$ cat config.mk
export PLATFORM = sky130hd
export DESIGN_NAME = axi_wr_arbiter
export DESIGN_NICKNAME = d
export VERILOG_FILES = /design/src/rtl/axi_wr_arbiter.sv
export SDC_FILE = /design/constraint.sdc
export NUM_CORES = 1
export LEC_CHECK = 0
export ABC_AREA = 1
export ABC_CLOCK_PERIOD_IN_PS = 2800
export BUFFER_PORTS_ARGS = -buffer_cell sky130_fd_sc_hd__buf_2
export CAP_MARGIN = 20
export CORE_AREA = 4 4 215 217
export DETAILED_ROUTE_END_ITERATION = 6
export DIE_AREA = 0 0 219 221
export GPL_ROUTABILITY_DRIVEN = 0
export PLACE_DENSITY = 0.33
export SYNTH_ARGS = -nofsm -noshare
export SYNTH_HDL_FRONTEND = slang
export SYNTH_SLANG_ARGS = --single-unit
$ cat constraint.sdc
create_clock -name clk -period 2.8 [get_ports clk]
set_clock_uncertainty 0.2 [all_clocks]
set_input_delay 0.14 -clock clk [delete_from_list [all_inputs] [get_ports clk]]
set_output_delay 0.14 -clock clk [all_outputs]
set_load 0.05 [all_outputs]
$ cat src/rtl/axi_wr_arbiter.sv
// axi_wr_arbiter
//   Round-robin arbiter sharing one AXI write path (AW/W/B) between NREQ DMA
//   requesters. One transaction is outstanding at a time: grant, one AW beat,
//   len+1 W beats with WLAST generated locally, then one B response routed
//   back to the granted requester as a done pulse.
//
// Optional feature macro: AXI_WR_ARB_TIMEOUT_EN
//   When defined, a watchdog in RESP completes the transaction with SLVERR
//   after TIMEOUT consecutive cycles without BVALID. When undefined, RESP
//   waits indefinitely and no counter exists.
//
// Ports
//   clk, rst          clock, asynchronous active-high reset
//   req_valid/ready   per-requester request / one-cycle grant pulse
//   req_addr/len/burst per-requester transaction description (packed slices)
//   wr_valid/data/ready per-requester write data stream
//   done_valid/resp   per-requester completion pulse and shared response
//   AW*/W*/B*         AXI write master channels
//   busy              arbiter not idle
//   grant_idx         current or last granted requester
module axi_wr_arbiter #(
  parameter int NREQ    = 4,
  parameter int AWIDTH  = 32,
  parameter int DWIDTH  = 64,
  parameter int IDWIDTH = 4,
  parameter int TIMEOUT = 256,
  localparam int GW     = $clog2(NREQ)
) (
  input  logic                     clk,
  input  logic                     rst,
  input  logic [NREQ-1:0]          req_valid,
  output logic [NREQ-1:0]          req_ready,
  input  logic [NREQ*AWIDTH-1:0]   req_addr,
  input  logic [NREQ*4-1:0]        req_len,
  input  logic [NREQ-1:0]          req_burst,
  input  logic [NREQ-1:0]          wr_valid,
  input  logic [NREQ*DWIDTH-1:0]   wr_data,
  output logic [NREQ-1:0]          wr_ready,
  output logic [NREQ-1:0]          done_valid,
  output logic [1:0]               done_resp,
  output logic                     AWVALID,
  input  logic                     AWREADY,
  output logic [AWIDTH-1:0]        AWADDR,
  output logic [3:0]               AWLEN,
  output logic [1:0]               AWBURST,
  output logic [IDWIDTH-1:0]       AWID,
  output logic                     WVALID,
  input  logic                     WREADY,
  output logic [DWIDTH-1:0]        WDATA,
  output logic                     WLAST,
  output logic [IDWIDTH-1:0]       WID,
  input  logic                     BVALID,
  output logic                     BREADY,
  input  logic [1:0]               BRESP,
  input  logic [IDWIDTH-1:0]       BID,
  output logic                     busy,
  output logic [GW-1:0]            grant_idx
);

  if (NREQ < 2 || NREQ > 8 || TIMEOUT < 1) begin : g_bad_cfg
    $error("axi_wr_arbiter: NREQ must be 2..8 and TIMEOUT >= 1");
  end

  typedef enum logic [1:0] {IDLE, ADDR, DATA, RESP} state_t;

  state_t              state_q, state_d;
  logic [GW-1:0]       grant_q;
  logic [GW-1:0]       rr_ptr_q;
  logic [3:0]          beat_cnt_q;
  logic [NREQ-1:0]     req_ready_q;
  logic [NREQ-1:0]     done_valid_q;
  logic [1:0]          done_resp_q;
  logic                awvalid_q;
  logic [AWIDTH-1:0]   awaddr_q;
  logic [3:0]          awlen_q;
  logic [1:0]          awburst_q;
  logic [IDWIDTH-1:0]  awid_q;

  logic [AWIDTH-1:0]   addr_a [NREQ];
  logic [3:0]          len_a  [NREQ];
  logic [DWIDTH-1:0]   data_a [NREQ];

  logic                pick_vld;
  logic [GW-1:0]       pick_idx;
  logic [GW-1:0]       cand;
  logic                w_hs;
  logic                to_fire;

  for (genvar i = 0; i < NREQ; i++) begin : g_unpack
    assign addr_a[i] = req_addr[i*AWIDTH +: AWIDTH];
    assign len_a[i]  = req_len[i*4 +: 4];
    assign data_a[i] = wr_data[i*DWIDTH +: DWIDTH];
  end

  // Rotating priority: scan from farthest to nearest so the first set bit
  // after rr_ptr (with wrap) is the one left in pick_idx.
  always_comb begin
    pick_vld = 1'b0;
    pick_idx = '0;
    cand     = '0;
    for (int k = NREQ; k >= 1; k--) begin
      cand = GW'((int'(rr_ptr_q) + k) % NREQ);
      if (req_valid[cand]) begin
        pick_vld = 1'b1;
        pick_idx = cand;
      end
    end
  end

`ifdef AXI_WR_ARB_TIMEOUT_EN
  localparam int TO_W = $clog2(TIMEOUT + 1);
  logic [TO_W-1:0] to_cnt_q, to_cnt_d;

  // Counts consecutive RESP cycles without BVALID; cleared everywhere else.
  always_comb begin
    to_cnt_d = '0;
    if (state_q == RESP && !BVALID) to_cnt_d = to_cnt_q + 1'b1;
  end

  assign to_fire = (state_q == RESP) && !BVALID && (to_cnt_q == TO_W'(TIMEOUT - 1));

  always_ff @(posedge clk or posedge rst) begin
    if (rst) to_cnt_q <= '0;
    else     to_cnt_q <= to_cnt_d;
  end
`else
  assign to_fire = 1'b0;
`endif

  // State register
  always_ff @(posedge clk or posedge rst) begin
    if (rst) state_q <= IDLE;
    else     state_q <= state_d;
  end

  // Next-state logic
  always_comb begin
    state_d = state_q;
    unique case (state_q)
      IDLE: if (pick_vld) state_d = ADDR;
      ADDR: if (AWREADY) state_d = DATA;
      DATA: if (w_hs && beat_cnt_q == 4'd0) state_d = RESP;
      RESP: if (BVALID || to_fire) state_d = IDLE;
      default: state_d = IDLE;
    endcase
  end

  // Combinational outputs: W path is a pass-through mux only while in DATA.
  always_comb begin
    WVALID   = 1'b0;
    WDATA    = '0;
    WLAST    = 1'b0;
    WID      = '0;
    wr_ready = '0;
    if (state_q == DATA) begin
      WVALID            = wr_valid[grant_q];
      WDATA             = data_a[grant_q];
      WLAST             = (beat_cnt_q == 4'd0);
      WID               = IDWIDTH'(grant_q);
      wr_ready[grant_q] = WREADY;
    end
    BREADY = (state_q == RESP);
    busy   = (state_q != IDLE);
  end

  assign w_hs = WVALID & WREADY;

  // Registered grant, AW channel, beat counter and completion pulse
  always_ff @(posedge clk or posedge rst) begin
    if (rst) begin
      grant_q      <= '0;
      rr_ptr_q     <= GW'(NREQ - 1);
      beat_cnt_q   <= '0;
      req_ready_q  <= '0;
      done_valid_q <= '0;
      done_resp_q  <= '0;
      awvalid_q    <= 1'b0;
      awaddr_q     <= '0;
      awlen_q      <= '0;
      awburst_q    <= '0;
      awid_q       <= '0;
    end else begin
      req_ready_q  <= '0;
      done_valid_q <= '0;
      done_resp_q  <= '0;
      unique case (state_q)
        IDLE: begin
          if (pick_vld) begin
            grant_q               <= pick_idx;
            beat_cnt_q            <= len_a[pick_idx];
            req_ready_q[pick_idx] <= 1'b1;
            awvalid_q             <= 1'b1;
            awaddr_q              <= addr_a[pick_idx];
            awlen_q               <= len_a[pick_idx];
            awburst_q             <= {1'b0, req_burst[pick_idx]};
            awid_q                <= IDWIDTH'(pick_idx);
          end
        end
        ADDR: begin
          if (AWREADY) awvalid_q <= 1'b0;
        end
        DATA: begin
          if (w_hs) beat_cnt_q <= beat_cnt_q - 4'd1;
        end
        RESP: begin
          if (BVALID) begin
            done_valid_q[grant_q] <= 1'b1;
            // A B carrying someone else's ID is reported as DECERR.
            done_resp_q           <= (BID == IDWIDTH'(grant_q)) ? BRESP : 2'b11;
            rr_ptr_q              <= grant_q;
          end else if (to_fire) begin
            done_valid_q[grant_q] <= 1'b1;
            done_resp_q           <= 2'b10;
            rr_ptr_q              <= grant_q;
          end
        end
        default: ;
      endcase
    end
  end

  assign req_ready  = req_ready_q;
  assign done_valid = done_valid_q;
  assign done_resp  = done_resp_q;
  assign AWVALID    = awvalid_q;
  assign AWADDR     = awaddr_q;
  assign AWLEN      = awlen_q;
  assign AWBURST    = awburst_q;
  assign AWID       = awid_q;
  assign grant_idx  = grant_q;

endmodule

* After elaboration in Yosys (flattened, before gate mapping) *
Cells that the tools add are included.

storage, ports and cells
  flip-flop bits (word level) = 58
  output and inout port bits = 131

operators by class
  $add $sub $neg = 5
  bitwise gates (word level) = 4
  mux-type cells = 56
  reductions and logical operators = 13
  eq/ne operators = 9
  $lt $le $gt $ge = 10

operators with widths
  operator             number
  $mux 64              3
  $bmux 64 s2          1
  $bmux 32 s2          1
  $mux 32              2
  $mux 4               9
  $mux 2               12
  $lt 2x3->1 const B   6
  $mux 1               16
  $bmux 1 s2           6
  $ne 2x2->1 const B   5
  $bmux 4 s2           1
  $pmux 2 s4           1
  $pmux 4 s2           1
  $ge 3x3->1 const B   2
  $not 2->3            2
  $reduce_and 3->1     2
  $reduce_bool 2->1    3
  $add 2x1->2 const B  2
  $add 2x2->2 const B  2
  $and 4x4->4          1
  $demux 1 s2          2
  $eq 2x2->1 const B   2
  $eq 4x2->1           1
  $ge 2x1->1 const B   2
  other kinds (9)      12

* Depth between registers and ports, before layout *
Gate-level depths: netlist of the first run.

  word-level depth = 13
  gate-level depth with buffers = 18
  mapped depth without buffers = 16

* Worst setup path after synthesis of the first run *
OpenSTA, ideal clock, no wires.

  path type = register to output
  start point = register AWID[0] (netlist name)
  end point = output WDATA[10]
  cell stages (with the launch flop) = 8
  arrival time = 2555 ps
  buffers on the path = 3
  data required time = 2460 ps
  setup slack = -95 ps
  cell sequence = dfrtp_1 > buf_2 > inv_2 > nor2_1 > clkbuf_1 > buf_1 > a22oi_1 > a31oi_1

RTL lines
  what           RTL line  text
  end, declared  49        output logic [DWIDTH-1:0] WDATA,

==> run summary, run 1 <==
Root Driver: clkbuf_16
Final Setup Violations: 0
library cells used by synthesis: 35
pin count of the biggest net entering global routing: 140
Fin. Hold Viols: 0
CTS tree: yes
most frequent cells in the layout: buf_2 (543), nand2_1 (287), nand3_1 (145)
Post-synth EDFFs: 0
hpwl dp: 34,200 microns
drt pass-1 iters: 5
Reg power frac: 10.7%
synthesis-to-finish area growth: 87.9%
clk slew on worst S/H paths: 0.05 ns
Final Power: 14.5 mW
ys flop type: dfrtp_1
f_max: 383 MHz
post-synth top area share: 24.3%
width of the chip: 219 microns
worst hold-check path type: input pin to flip-flop
Initial DRC Count: 447
first-pass GRT wire length: 62,700 microns
fin util: 24.5%
die area: 48,400 sq um
#FFs+latches synth: 58
setup TNS: 0 ns
Final Slew Violations: 0
most common cell after layout, fill and taps aside: buf_2
Synth Instances: 943
initial core utilization: 13.1%
Slew @ Worst Pin: 0.728 ns
vias in the first global route: 9,465
fraction of layout cells with a size suffix above 1: 45.4%
slew margin rel.: 51.5%
area leader, netlist: dfrtp_1
Die H: 221 microns
RSZ-0062 raised after global routing: true
CP startpoint kind: flip-flop
PwrDens: 1340 nW/um^2
final hold slack: 0.00917 ns
number of max-cap violations: 0
# rows: 77
Synth area leaders: dfrtp_1 (24%), nand2_1 (19%), nand3_1 (13%), a22oi_1 (8.3%), a31oi_1 (7.4%)
ys async rst share: 100%
Lkg Pwr: 5.47 nW
worst slack at placement: 0.0412 ns
YS warnings: 0
crit share post-route: 93.2%
drt via density: 4.32
area of the multi-input gates: 4180 sq um
Worst Path Arrival: 2.27 ns
Design Area, Final: 10,800 sq um
switch share: 63.2%
kind of critical path: flip-flop to output port
Layout Cells excl Fill: 2,132
CTS Buffer Depth: 2
Int Power: 5.36 mW
antenna violations before repair: 32
worst-path fanout max: 139
Clk pwr share: 8.1%
nets: 1,953
drt wl/cell: 20.4 microns
area of the mapped netlist: 5760 sq um
Filler cells: 5,123
GRT Total Usage: 17.1%
clock net sink count: 58
vias post-DR: 9,209
status: complete, no violations
post-synthesis sequential area ratio: 25.2%
min Tclk post-route: 2.61 ns
critical path data required time: 2.46 ns
placed cells: 2,021
Clk Latency, worst-skew pair: 0.34 ns
P_sw: 9.19 mW
VDD IR max: 0.624 mV
drt drc: 0
I/O pin cnt: 554
total CTS buffers: 9
number of port buffers: 548
Setup crit end kind: output port
syn_area_per_cell: 6.11 sq um
combinational cell fraction of total power: 81.2%
Sequential Area: 1460 sq um
final worst slack: 0.192 ns
Placed Area: 9630 sq um
Routed WL: 43,500 microns
Max H-tree Level: 3
global route overflow: 0
core outline area: 44,100 sq um
antenna viol nets, final: 0
Post-CTS Setup Repair Bufs: 0
final timing paths:
path | slack (ns) | end | start | depth (start not counted)
max in group asynchronous | 1.73 | AWADDR[3] | rst | 4
hold reg to reg | 0.28 | AWADDR[19] | AWADDR[19] | 2
setup reg to reg | 0.24 | beat_cnt_q[0] | rr_ptr_q[0] | 15
setup / recovery | 0.19 | WDATA[39] | AWID[1] | 4
min in group asynchronous | 0.14 | AWADDR[29] | rst | 3
hold / removal | 0.009 | AWADDR[13] | req_addr[13] | 5
power groups by stage:
stage	registers, mW	clock network (mW)	logic (mW)
after detailed placement	1.57	0	11.9
after global placement	1.57	0	11.9
after floorplan	2.52	0	7.40
after CTS	1.56	1.23	12.0
final	1.55	1.18	11.8
after global routing	1.60	1.28	13.0
layer usage:
metal  part of all wire, %  vias up  GRT usage [%]
met4                   2.3       18           4.67
met5                  0.26        -              0
met1                    39     4303           19.5
li1                      -     4403              -
met3                   8.3       72           5.27
met2                    50      413           30.7
final cells by class:
cell class / count / share of cell area, %
multi-input combinational: 757 / 38.5
clock buffer: 13 / 2.50
tap: 592 / 6.84
antenna: 13 / 0.300
timing repair buffer: 653 / 36.4
inverter: 44 / 1.58
sequential: 58 / 13.5
clock inverter: 2 / 0.323
cell families (layout without fill, tap and decap cells):
kind of cell,Yosys count,after routing,share of synthesized area (%)
compound gates,216,216,23.3
other cells,1,18,0.0651
simple gates,526,526,39.2
flops,58,58,25.2
fa+ha+maj,7,7,1.52
xor+xnor,3,3,0.456
buf+inv,132,712,10.3
worst max-delay path: stages, from the launching register on:
cell,delay (ns)
dfrtp_4,0.51
buf_12,0.43
nand3_1,0.21
a31oi_2,0.28
buf_2,0.32
synth_stat cells (4+ instances only):
cell type and number:
nand2_1 287, nand3_1 145, a31oi_1 68, a22oi_1 64, nor2_1 59, dfrtp_1 56
clkbuf_1 55, o21ai_0 39, inv_1 36, o21ai_1 32, nand2_2 18, buf_4 12
buf_2 11, a21oi_1 10, ha_1 7, inv_2 7, buf_1 6, nor3_1 5
nand3b_1 4
state kept, by name (all words and copies together), names as in the netlist:
signal      flops
beat_cnt_q      4
AWID            2
AWVALID         1
state_q         2
AWLEN           4
AWADDR         32
req_ready       4
rr_ptr_q        2
done_resp       2
done_valid      4
AWBURST         1
timing repair:
action                                 CTS  global route
hold buffers                            82             0
endpoints found under the hold margin   84             0
setup endpoints to repair                0            28
resized for setup                        0             5
Power figures use the tool's default switching activity.
==> inputs of run 2 (changes only) <==
--- a/config.mk
+++ b/config.mk
@@ -9,11 +9,11 @@
 export ABC_CLOCK_PERIOD_IN_PS = 2800
 export BUFFER_PORTS_ARGS = -buffer_cell sky130_fd_sc_hd__buf_2
 export CAP_MARGIN = 20
-export CORE_AREA = 4 4 215 217
+export CORE_AREA = 4 4 216 218
 export DETAILED_ROUTE_END_ITERATION = 6
-export DIE_AREA = 0 0 219 221
+export DIE_AREA = 0 0 220 222
 export GPL_ROUTABILITY_DRIVEN = 0
-export PLACE_DENSITY = 0.33
+export PLACE_DENSITY_LB_ADDON = 0.05
 export SYNTH_ARGS = -nofsm -noshare
 export SYNTH_HDL_FRONTEND = slang
 export SYNTH_SLANG_ARGS = --single-unit
==> run 2 against run 1 <==
  * Sequential share of layout area decreased by 0.13 points
  * Critical endpoint is now WDATA[21]
  * Final cell count increased by 0.84%
  * Routed wire length shrank 4.1%
  * Critical path depth unchanged
  * Final area rose by 0.95%
  * Via count shrank 3.9%
==> run summary, run 2 (synthesized netlist as in run 1, its figures left out) <==
status: complete, no violations (unchanged)
Worst Path Arrival: 2.23 ns (was 2.27 ns)
fraction of layout cells with a size suffix above 1: 45.5% (was 45.4%)
flop2flop setup slack: 0.28 ns (was 0.24 ns)
Lkg Pwr: 5.52 nW (was 5.47 nW)
f_max: 390 MHz (was 383 MHz)
most frequent cells in the layout: buf_2 (543), nand2_1 (287), nand3_1 (145) (unchanged)
r2r worst-path depth: 7 (was 15)
Root Driver: clkbuf_16 (unchanged)
area of the multi-input gates: 4180 sq um (about the same)
slew margin rel.: 61.6% (was 51.5%)
clk slew on worst S/H paths: 0.05 ns (about the same)
core outline area: 44,900 sq um (was 44,100 sq um)
Max H-tree Level: 3 (unchanged)
antenna viol nets, final: 0 (unchanged)
antenna violations before repair: 26 (was 32)
most common cell after layout, fill and taps aside: buf_2 (unchanged)
slowest stage cell, crit path: dfrtp_4 (unchanged)
Sequential Area: 1460 sq um (unchanged)
Filler cells: 5,211 (was 5,123)
Final Power: 14.6 mW (was 14.5 mW)
first-pass GRT wire length: 60,800 microns (was 62,700 microns)
GRT Total Usage: 16.4% (was 17.1%)
drt drc: 0 (unchanged)
Slew @ Worst Pin: 0.577 ns (was 0.728 ns)
Worst path max stage delay: 0.61 ns (was 0.51 ns)
worst path cell trace: buf_4, nand3_1, a31oi_2, buf_2 (was buf_12, nand3_1, a31oi_2, buf_2)
die area: 48,800 sq um (was 48,400 sq um)
critical path data required time: 2.46 ns (about the same)
vias in the first global route: 9,475 (was 9,465)
worst-path fanout max: 50 (was 139)
setup TNS: 0 ns (unchanged)
Final Setup Violations: 0 (unchanged)
Die H: 222 microns (was 221 microns)
Post-CTS Setup Repair Bufs: 0 (unchanged)
I/O pin cnt: 554 (unchanged)
number of port buffers: 548 (unchanged)
global route overflow: 0 (unchanged)
vias post-DR: 8,851 (was 9,209)
Final Slew Violations: 0 (unchanged)
# rows: 78 (was 77)
kind of critical path: flip-flop to output port (unchanged)
synthesis-to-finish area growth: 89.7% (was 87.9%)
PwrDens: 1330 nW/um^2 (was 1340 nW/um^2)
min Tclk post-route: 2.57 ns (was 2.61 ns)
total CTS buffers: 9 (unchanged)
Clk Latency, worst-skew pair: 0.34 ns (about the same)
worst hold-check path type: input pin to flip-flop (unchanged)
drt pass-1 iters: 4 (was 5)
initial core utilization: 12.8% (was 13.1%)
hpwl dp: 33,500 microns (was 34,200 microns)
CTS Buffer Depth: 2 (unchanged)
drt via density: 4.12 (was 4.32)
pin count of the biggest net entering global routing: 72 (was 140)
RSZ-0062 raised after global routing: false (was true)
VDD IR max: 0.973 mV (was 0.624 mV)
drt wl/cell: 19.4 microns (was 20.4 microns)
max reg flops: 32 (unchanged)
number of max-cap violations: 0 (unchanged)
clock net sink count: 58 (unchanged)
hold depth: 7 (was 5)
crit share post-route: 91.7% (was 93.2%)
CTS tree: yes (unchanged)
Initial DRC Count: 331 (was 447)
Fin. Hold Viols: 0 (unchanged)
width of the chip: 220 microns (was 219 microns)
Setup crit end kind: output port (unchanged)
CP startpoint kind: flip-flop (unchanged)
Routed WL: 41,700 microns (was 43,500 microns)
nets: 1,967 (was 1,953)
-- run 2: cell types whose count changed in the layout (fill, tap and decap cells not counted), sizes merged --
cell         change
dlygate4sd3      +6
buf              +8
clkbuf           -2
clkinv           +1
diode            -3
-- run 2: path summary, 6_finish.rpt --
check	from	end
hold / removal	req_addr[76]	AWADDR[12]
hold reg to reg	AWADDR[14]	AWADDR[14]
max in group asynchronous	rst	AWADDR[27]
min in group asynchronous	rst	done_resp[0]
setup / recovery	AWID[1]	WDATA[21]
setup reg to reg	AWID[1]	done_resp[0]
-- run 2: per-stage QoR --
stage                     area (sq um)  cells  hold slack [ns]  setup slack, ns  util (%)
after CTS                        10900   2140         0.000641           0.0572      24.3
final                            10900   2150           0.0128            0.233      24.4
after global routing             10900   2147           0.0306           0.0448      24.3
after detailed placement          9720   2038           0.0182            0.201      21.7
after floorplan                   6190    947           0.0572            0.122         -
after global placement            9720   2038          0.00754            0.194      21.7
-- run 2: layer usage --
| metal | vias up | track usage [%] | wire (microns) |
|---|---|---|---|
| li1 | 4423 | - | - |
| met1 | 4042 | 18.8 | 16400 |
| met2 | 313 | 28.8 | 20800 |
| met3 | 51 | 5.84 | 3550 |
| met4 | 22 | 4.54 | 795 |
| met5 | - | 0 | 137 |
-- run 2: layout make-up --
class,count,area share [%]
multi-input combinational,757,38.2
tap,600,6.87
inverter,44,1.59
clock inverter,3,0.366
timing repair buffer,667,37.1
clock buffer,11,2.31
sequential,58,13.3
antenna,10,0.229
-- run 2: power breakdown --
part           internal, mW  total [mW]  switching, mW
Clock                 0.724        1.15          0.423
Sequential             1.26        1.55          0.288
Combinational          3.48        11.9           8.41
-- run 2: critical path, delay by kind of cell (launching register included) --
| family | cells | cell delay [ns] |
|---|---|---|
| AND/OR/NAND/NOR | 1 | 0.21 |
| AO/OA/AOI/OAI | 1 | 0.22 |
| buffers and inverters | 2 | 0.79 |
| flip-flops | 1 | 0.61 |
-- run 2: timing repair --
| action | 4_1_cts | 5_1_grt |
|---|---|---|
| hold buffers | 88 | 0 |
| endpoints found under the hold margin | 62 | 0 |
| endpoints found under the setup margin | 0 | 6 |
| gates resized for setup | 0 | 5 |
==> inputs of run 3 (changes only) <==
--- a/config.mk
+++ b/config.mk
@@ -13,7 +13,7 @@
 export DETAILED_ROUTE_END_ITERATION = 6
 export DIE_AREA = 0 0 220 222
 export GPL_ROUTABILITY_DRIVEN = 0
-export PLACE_DENSITY_LB_ADDON = 0.05
+export PLACE_DENSITY = 0.35
 export SYNTH_ARGS = -nofsm -noshare
 export SYNTH_HDL_FRONTEND = slang
 export SYNTH_SLANG_ARGS = --single-unit
==> run 3 against run 2 <==
  * Via count grew 4.5%
  * Combinational power grew 4%
  * Fmax shrank 0.57%
  * Power grew 4.2%
  * Core utilization grew 0.30 points
  * Routed wire length grew 8.6%
==> run summary, run 3 (synthesized netlist as in run 1, its figures left out) <==
met2 routed WL: 22,700 microns (was 20,800 microns)
status: complete, no violations (unchanged)
Int Power: 5.65 mW (was 5.46 mW)
initial core utilization: 12.8% (unchanged)
# rows: 78 (unchanged)
die area: 48,800 sq um (unchanged)
total CTS buffers: 9 (unchanged)
wl on met1: 16,900 microns (was 16,400 microns)
pin count of the biggest net entering global routing: 83 (was 72)
Critical R2R Capture: AWADDR[11] (was done_resp[0])
setup TNS: 0 ns (unchanged)
P_sw: 9.54 mW (was 9.12 mW)
drt drc: 0 (unchanged)
Fin. Hold Viols: 0 (unchanged)
core outline area: 44,900 sq um (unchanged)
Initial DRC Count: 431 (was 331)
vias post-DR: 9,250 (was 8,851)
Setup crit end kind: flip-flop (was output port)
I/O pin cnt: 554 (unchanged)
worst-path fanout max: 33 (was 50)
Filler cells: 5,197 (was 5,211)
global route overflow: 0 (unchanged)
worst hold-check path type: input pin to flip-flop (unchanged)
drt via density: 4.30 (was 4.12)
Clk Latency, worst-skew pair: 0.34 ns (about the same)
synthesis-to-finish area growth: 92.0% (was 89.7%)
most common cell after layout, fill and taps aside: buf_2 (unchanged)
met3 wire len: 4580 microns (was 3550 microns)
Final Setup Violations: 0 (unchanged)
Lkg Pwr: 5.53 nW (was 5.52 nW)
critical path data required time: 2.83 ns (was 2.46 ns)
first-pass GRT wire length: 62,700 microns (was 60,800 microns)
Die H: 222 microns (unchanged)
CP dominant cell by count: nor2_1
VDD IR max: 0.643 mV (was 0.973 mV)
drt pass-1 iters: 5 (was 4)
Routed WL: 45,300 microns (was 41,700 microns)
CP startpoint kind: flip-flop (unchanged)
fraction of layout cells with a size suffix above 1: 45.4% (was 45.5%)
f_max: 387 MHz (was 390 MHz)
number of port buffers: 548 (unchanged)
antenna viol nets, final: 0 (unchanged)
Worst path max stage delay: 0.59 ns (was 0.61 ns)
width of the chip: 220 microns (unchanged)
Root Driver: clkbuf_16 (unchanged)
max reg flops: 32 (unchanged)
vias in the first global route: 9,464 (was 9,475)
Worst Path Arrival: 2.61 ns (was 2.23 ns)
Min-Delay Startpoint: req_addr[17] (was req_addr[76])
Max H-tree Level: 3 (unchanged)
drt wl/cell: 21.1 microns (was 19.4 microns)
Slew @ Worst Pin: 0.855 ns (was 0.577 ns)
flop2flop setup slack: 0.22 ns (was 0.28 ns)
switch share: 62.8% (was 62.6%)
slew margin rel.: 42.9% (was 61.6%)
PwrDens: 1370 nW/um^2 (was 1330 nW/um^2)
combinational cell fraction of total power: 81.4% (was 81.5%)
CTS Buffer Depth: 2 (unchanged)
r2r worst-path depth: 14 (was 7)
kind of critical path: flip-flop to flip-flop (was flip-flop to output port)
Final Slew Violations: 0 (unchanged)
worst setup path startpoint: rr_ptr_q[0] (was AWID[1])
CTS tree: yes (unchanged)
clk slew on worst S/H paths: 0.06 ns (was 0.05 ns)
clock net sink count: 58 (unchanged)
Clk pwr share: 8.4% (was 7.9%)
placed cells: 2,028 (was 2,038)
RR Startpoint: rr_ptr_q[0] (was AWID[1])
crit share post-route: 92.2% (was 91.7%)
CP endpoint: AWADDR[11] (was WDATA[21])
final hold slack: 0.0251 ns (was 0.0128 ns)
Layout Cells excl Fill: 2,151 (was 2,150)
highest metal used: met5 (unchanged)
nets: 1,958 (was 1,967)
hpwl dp: 35,500 microns (was 33,500 microns)
RSZ-0062 raised after global routing: false (unchanged)
antenna violations before repair: 38 (was 26)
GRT Total Usage: 17.2% (was 16.4%)
most frequent cells in the layout: buf_2 (534), nand2_1 (286), nand3_1 (145) (was buf_2 (543), nand2_1 (287), nand3_1 (145))
number of max-cap violations: 0 (unchanged)
Reg power frac: 10.2% (was 10.6%)
slowest stage cell, crit path: dfstp_2 (was dfrtp_4)
min Tclk post-route: 2.58 ns (was 2.57 ns)
worst path cell trace: clkbuf_2, nand2_2, and2_4, nor2_2, nor2_1, nand3_2, nand2_4, inv_2, buf_16, nor2_1, nand2_1, nor2_1, a21oi_1, nand2_1 (was buf_4, nand3_1, a31oi_2, buf_2)
==> run 3: changes by cell type in the layout (fill, tap and decap cells not counted), sizes merged <==
| cell | delta |
|---|---|
| buf | -10 |
| clkinvlp | +2 |
| bufinv | +1 |
| diode | +8 |
| inv | +2 |
| clkbuf | +2 |
| dlygate4sd3 | -2 |
| clkinv | -2 |
==> run 3: layout make-up <==
class	count	area, sq um	share of cell area (%)
clock buffers	10	239	2.16
inverters	44	168	1.51
multi-input cells	757	4170	37.7
diodes	18	45.0	0.407
clock inverters	6	88.8	0.803
well taps	600	751	6.78
flip-flops and latches	58	1460	13.2
repair buffers	658	4140	37.4
==> run 3: power by group through the flow <==
stage | clock network, mW | registers, mW | logic, mW
after global placement | 0 | 1.57 | 12.0
after global routing | 1.36 | 1.61 | 13.5
after CTS | 1.34 | 1.57 | 12.1
after detailed placement | 0 | 1.58 | 12.0
final | 1.28 | 1.55 | 12.4
after floorplan | 0 | 2.52 | 7.40
==> run 3: layer usage <==
| metal | GRT usage [%] | vias to the layer above |
|---|---|---|
| met2 | 30.0 | 443 |
| met1 | 18.6 | 4295 |
| met3 | 7.07 | 65 |
| li1 | - | 4423 |
| met4 | 6.54 | 24 |
| met5 | 0 | - |
==> run 3: worst max-delay path, delay by kind of cell (launching register included) <==
family          cells  cell delay, ns
buf+inv             3            0.57
compound gates      1            0.14
simple gates       10            0.93
flops               1            0.59
==> run 3: repair_timing <==
| item | 4_1_cts | 5_1_grt |
|---|---|---|
| hold endpoints to repair | 67 | 0 |
| hold buffers | 86 | 0 |
| resized for setup | 0 | 3 |
| setup endpoints to repair | 0 | 7 |
| setup buffers | 0 | 1 |
==> run 3: per-stage QoR <==
step           power (mW)  setup slack (ns)  utilization, %  area, sq um
4_1_cts              15.0            0.0800            24.4        10900
6_report             15.2             0.218            24.7        11100
2_1_floorplan        9.91             0.122               -         6190
5_1_grt              16.4           0.00302            24.6        11100
3_5_place_dp         13.6             0.103            21.7         9760
3_3_place_gp         13.6             0.128            21.7         9760
==> run 3: worst min-delay path by stage <==
stage                             to  slack, ns  cells after the start
after floorplan           AWADDR[11]       0.06                      2
after global placement    AWADDR[18]       0.16                      3
after detailed placement  AWBURST[0]       0.17                      2
after CTS                 AWADDR[17]      0.002                      5
after global routing      AWADDR[27]       0.04                      5
final                     AWADDR[17]       0.03                      5
